$ cat src/rtl/input_conditioner.sv
// input_conditioner: per-channel synchroniser, debouncer and edge detector.
// Each bit of async_in runs through a STAGES-deep flop chain. A stable level
// is accepted after DEBOUNCE_CYCLES consecutive disagreeing samples. Registered
// rise/fall pulses change on the same edge as sync_out.
// Build option: define INPUT_CONDITIONER_DEBOUNCE_EN to include the debounce
// counters. Without it, sync_out follows the chain output one edge later and
// DEBOUNCE_CYCLES is ignored.
module input_conditioner #(
  parameter int WIDTH           = 1,
  parameter int STAGES          = 2,
  parameter int DEBOUNCE_CYCLES = 4
) (
  input  logic             clk,
  input  logic             rst,
  input  logic [WIDTH-1:0] async_in,
  output logic [WIDTH-1:0] sync_out,
  output logic [WIDTH-1:0] rise_pulse,
  output logic [WIDTH-1:0] fall_pulse
);

  // Reject configurations the structure cannot support.
  if (WIDTH < 1)           $error("input_conditioner: WIDTH must be >= 1");
  if (STAGES < 2)          $error("input_conditioner: STAGES must be >= 2");
  if (DEBOUNCE_CYCLES < 1) $error("input_conditioner: DEBOUNCE_CYCLES must be >= 1");

  logic [STAGES-1:0][WIDTH-1:0] sync_q, sync_d;
  logic [WIDTH-1:0]             s;
  logic [WIDTH-1:0]             stable_q, stable_d;
  logic [WIDTH-1:0]             rise_q, rise_d;
  logic [WIDTH-1:0]             fall_q, fall_d;

  // Synchroniser chain: stage 0 samples the raw input, later stages shift.
  always_comb begin
    sync_d    = sync_q;
    sync_d[0] = async_in;
    for (int i = 1; i < STAGES; i++) begin
      sync_d[i] = sync_q[i-1];
    end
  end

  assign s = sync_q[STAGES-1];

`ifdef INPUT_CONDITIONER_DEBOUNCE_EN
  localparam int CW = (DEBOUNCE_CYCLES > 1) ? $clog2(DEBOUNCE_CYCLES) : 1;
  localparam logic [CW-1:0] CNT_MAX = CW'(DEBOUNCE_CYCLES - 1);

  logic [WIDTH-1:0][CW-1:0] cnt_q, cnt_d;

  // Debounce: count consecutive disagreeing samples, accept at CNT_MAX.
  // The counter saturates by construction; it is cleared on accept or on
  // any sample that agrees with the stable level.
  always_comb begin
    stable_d = stable_q;
    cnt_d    = cnt_q;
    for (int c = 0; c < WIDTH; c++) begin
      if (s[c] == stable_q[c]) begin
        cnt_d[c] = '0;
      end else if (cnt_q[c] < CNT_MAX) begin
        cnt_d[c] = cnt_q[c] + CW'(1);
      end else begin
        stable_d[c] = s[c];
        cnt_d[c]    = '0;
      end
    end
  end

  // Debounce counter register.
  always_ff @(posedge clk) begin
    if (rst) cnt_q <= '0;
    else     cnt_q <= cnt_d;
  end
`else
  // No debounce: the stable level tracks the chain output every edge.
  always_comb begin
    stable_d = s;
  end
`endif

  // Edge detection on the accepted level; pulses register alongside it.
  always_comb begin
    rise_d = stable_d & ~stable_q;
    fall_d = ~stable_d & stable_q;
  end

  // Chain, stable level and pulse registers; reset clears everything.
  always_ff @(posedge clk) begin
    if (rst) begin
      sync_q   <= '0;
      stable_q <= '0;
      rise_q   <= '0;
      fall_q   <= '0;
    end else begin
      sync_q   <= sync_d;
      stable_q <= stable_d;
      rise_q   <= rise_d;
      fall_q   <= fall_d;
    end
  end

  assign sync_out   = stable_q;
  assign rise_pulse = rise_q;
  assign fall_pulse = fall_q;

endmodule

$ cat config.mk
export PLATFORM = sky130hd
export DESIGN_NAME = input_conditioner
export DESIGN_NICKNAME = d
export VERILOG_FILES = /design/src/rtl/input_conditioner.sv
export SDC_FILE = /design/constraint.sdc
export NUM_CORES = 1
export LEC_CHECK = 0
export CORE_AREA = 2 2 39 41
export CTS_CLUSTER_DIAMETER = 200
export CTS_CLUSTER_SIZE = 30
export DETAILED_ROUTE_END_ITERATION = 12
export DIE_AREA = 0 0 41 43
export DONT_BUFFER_PORTS = 1
export REMOVE_ABC_BUFFERS = 1
export SKIP_LAST_GASP = 1
export SYNTH_ARGS = -nofsm -noshare
export SYNTH_HDL_FRONTEND = slang
export SYNTH_SLANG_ARGS = --single-unit
$ cat constraint.sdc
create_clock -name clk -period 1.3 [get_ports clk]
set_input_delay 0.065 -clock clk [delete_from_list [all_inputs] [get_ports clk]]
set_output_delay 0.065 -clock clk [all_outputs]
set_load 0.005 [all_outputs]
After elaboration in Yosys (flattened, before gate mapping) --
Index checks and enable logic that the tools add are counted.
Word-level totals: output and inout bits 3, logic and storage cells 9, register bits after elaboration 5, input bits 3
Operators by class: bitwise logic cells 4
Operator list (count):
- AND 1 bit | 2
- NOT 1 bit | 2

Logic depth before layout (Yosys ltp) --
depth after elaboration 2, depth in mapped cells 1, mapped depth without buffers 1

Worst setup path after synthesis --
No wires, ideal clock.
path kind flip-flop to flip-flop, start point reg stable_q (netlist: sync_out), end point reg fall_q (netlist: fall_pulse), cell stages (with the launch flop) 2, period minus slack after synthesis 0.563 ns, arrival 0.483 ns, buffers on the path 0, required time 1.220 ns, setup slack 0.737 ns, library setup time 0.080 ns, cells stage by stage dfxtp_1 > nor3b_1
Between the ends: longest elaborated chain between the ends 1
RTL lines:
- start: declaration | line 28 | logic [WIDTH-1:0] stable_q, stable_d;
- start signal: assignment | line 94 | stable_q <= stable_d;
- AND 1 bit | line 82 | fall_d = ~stable_d & stable_q;
- end signal: assignment | line 96 | fall_q <= fall_d;
- end: declaration | line 30 | logic [WIDTH-1:0] fall_q, fall_d;
Every way passes these cells. A chain may end at the register's enable or synchronous reset.

Final worst setup path --
start point in rst, end point reg fall_q (netlist: fall_pulse)
RTL lines:
- start: declaration | line 14 | input logic rst,
No word-level cell between the ends.

==> out/results.txt <==
Area Overhead vs Synth = 49.5%
CTS tree = built
register area share after synthesis = 0.748
die area = 1760 µm²
Seq pwr share = 0.462
# Max-Cap Violations = 0
setup tns final = 0 ns
GPL Wtd Cong = 0.500
CTS max path bufs = 2
Seq cells post-synth = 5
clock share of power = 0.508
CP Class = in -> reg
clk_skew = 0.00231 ns
min Tclk post-route = 0.754 ns
Max Slew Vio Count = 0
Fin. Hold Viols = 0
clk slew on worst S/H paths = 0.04 ns
post-synthesis cell count = 10
fmax = 1330 MHz
Sink Count = 5
IO Port Bufs = 0
die width = 41 µm
delay-heaviest family, CP = buffers and inverters
share of cells above drive strength 1 = 0.188
RSZ-0062 raised after global routing = no
CP cell instances = dlygate4sd3_1, nor3b_1
core area = 1380 µm²
Slew @ Worst Pin = 0.195 ns
Setup crit end kind = flop
most frequent cells in the layout = dfxtp_1 (5), nor2b_1 (3), clkbuf_4 (3), nor3b_1 (2), dlygate4sd3_1 (2)
CTS root buffer = clkbuf_4
total gr overflow = 0
Cell variety after synth = 3
fillers = 152
Tot GR Track Use = 0.0371
CTS buffer count = 3
vias per inst = 2.72
Int Power = 0.000282 W
Slew HR = 0.870
routed wire length = 236 µm
first-pass GRT wire length = 338 µm
mapped cell area = 134 µm²
worst vdd ir = 0.356 mV
Final nets = 20
Initial DRC Count = 0
Die Y = 43 µm
routed length per instance = 7.38 µm
WP data arrival = 0.90 ns
H-tree levels = 1
drt pass-1 iters = 1
sw power = 0.0000673 W
clock insertion delay at the later pin of the skew report = 0.24 ns
largest fanout on the critical path = 5
post_cts resized = 0
hold crit path type = reg -> reg
Vias = 87
initial antenna violation count = 0
largest net degree at the start of global routing = 6
critical path required time = 1.45 ns
final setup vio count = 0
row count = 14
Worst Setup Slack, final = 0.546 ns
WP buf/inv = 1
Period Utilization, post-route = 0.580
max incr delay on CP = 0.61 ns
switch share = 0.193
CP max-delay cell = dlygate4sd3_1
Starting Density = 0.0967
Remaining DRCs = 0
# diodes = 0
Critical Path Start Type = input pin
I/O pin count = 6
status = finished, final reports clean
P_leak = 0.0737 nW
number of global-route vias before repair = 87
worst slack, placed = 0.646 ns
Comb pwr share = 0.029
power density over the cells = 1740 nW/µm²
commonest non-fill, non-tap cell in the layout = dfxtp_1
total number of yosys warnings = 0
Detail Route Antenna Nets = 0
Mean Syn Cell Area = 13.4 µm²
## metrics by stage
stage | instances | power [W] | area, µm² | hold slack (ns) | utilization
after floorplan | 10 | 0.000167 | 134 | 0.137 | -
after global placement | 26 | 0.000168 | 154 | 0.138 | 0.111
after detailed placement | 26 | 0.000168 | 154 | 0.139 | 0.111
after CTS | 32 | 0.000358 | 200 | 0.432 | 0.145
after global routing | 32 | 0.000372 | 200 | 0.441 | 0.145
final | 32 | 0.000349 | 200 | 0.433 | 0.145
## synth_stat cells
cell,instances,share of area
nor2b_1,3,0.14
nor3b_1,2,0.11
dfxtp_1,5,0.75
## registers in the layout (all words and copies together), names as in the netlist
signal / cells
fall_pulse: 1
rise_pulse: 1
sync_d: 1
sync_out: 1
s: 1
## final cells by class
type | count | area [µm²] | share of cell area
well taps | 16 | 20.0 | 0.100
multi-input cells | 5 | 33.8 | 0.169
repair buffers | 2 | 20.0 | 0.100
flip-flops and latches | 5 | 100 | 0.500
clock buffers | 4 | 26.3 | 0.131
## layer usage
metal | GRT usage | wire length (µm) | share of wire | vias up
met5 | 0 | 0 | 0 | -
met4 | 0 | 0 | 0 | 0
met3 | 0.0890 | 44 | 0.19 | 0
met2 | 0.0344 | 68 | 0.29 | 6
met1 | 0.0288 | 123 | 0.52 | 37
li1 | - | - | - | 44
## final timing paths
check / from / end / slack, ns / cells past startpoint
max reg2reg: sync_out / fall_pulse / 0.63 / 1
min reg2reg: s / fall_pulse / 0.43 / 1
min: s / fall_pulse / 0.43 / 1
max: rst / fall_pulse / 0.55 / 2
## power groups by stage
stage / Combinational [W] / Clock, W / Sequential, W
final: 0.0000103 / 0.000177 / 0.000161
after floorplan: 0.00000353 / 0 / 0.000163
after global routing: 0.0000110 / 0.000200 / 0.000162
after global placement: 0.00000366 / 0 / 0.000164
after detailed placement: 0.00000387 / 0 / 0.000164
after CTS: 0.0000104 / 0.000187 / 0.000161
## kinds of logic after synthesis
kind of cell / synth area share
flops: 0.748
simple gates: 0.252
## timing repair
item	4_1_cts	5_1_grt
endpoints found under the hold margin	5	0
setup buffers	0	0
hold buffers	2	0
endpoints found under the setup margin	0	0
No activity file was read; power rests on OpenSTA's default activity.
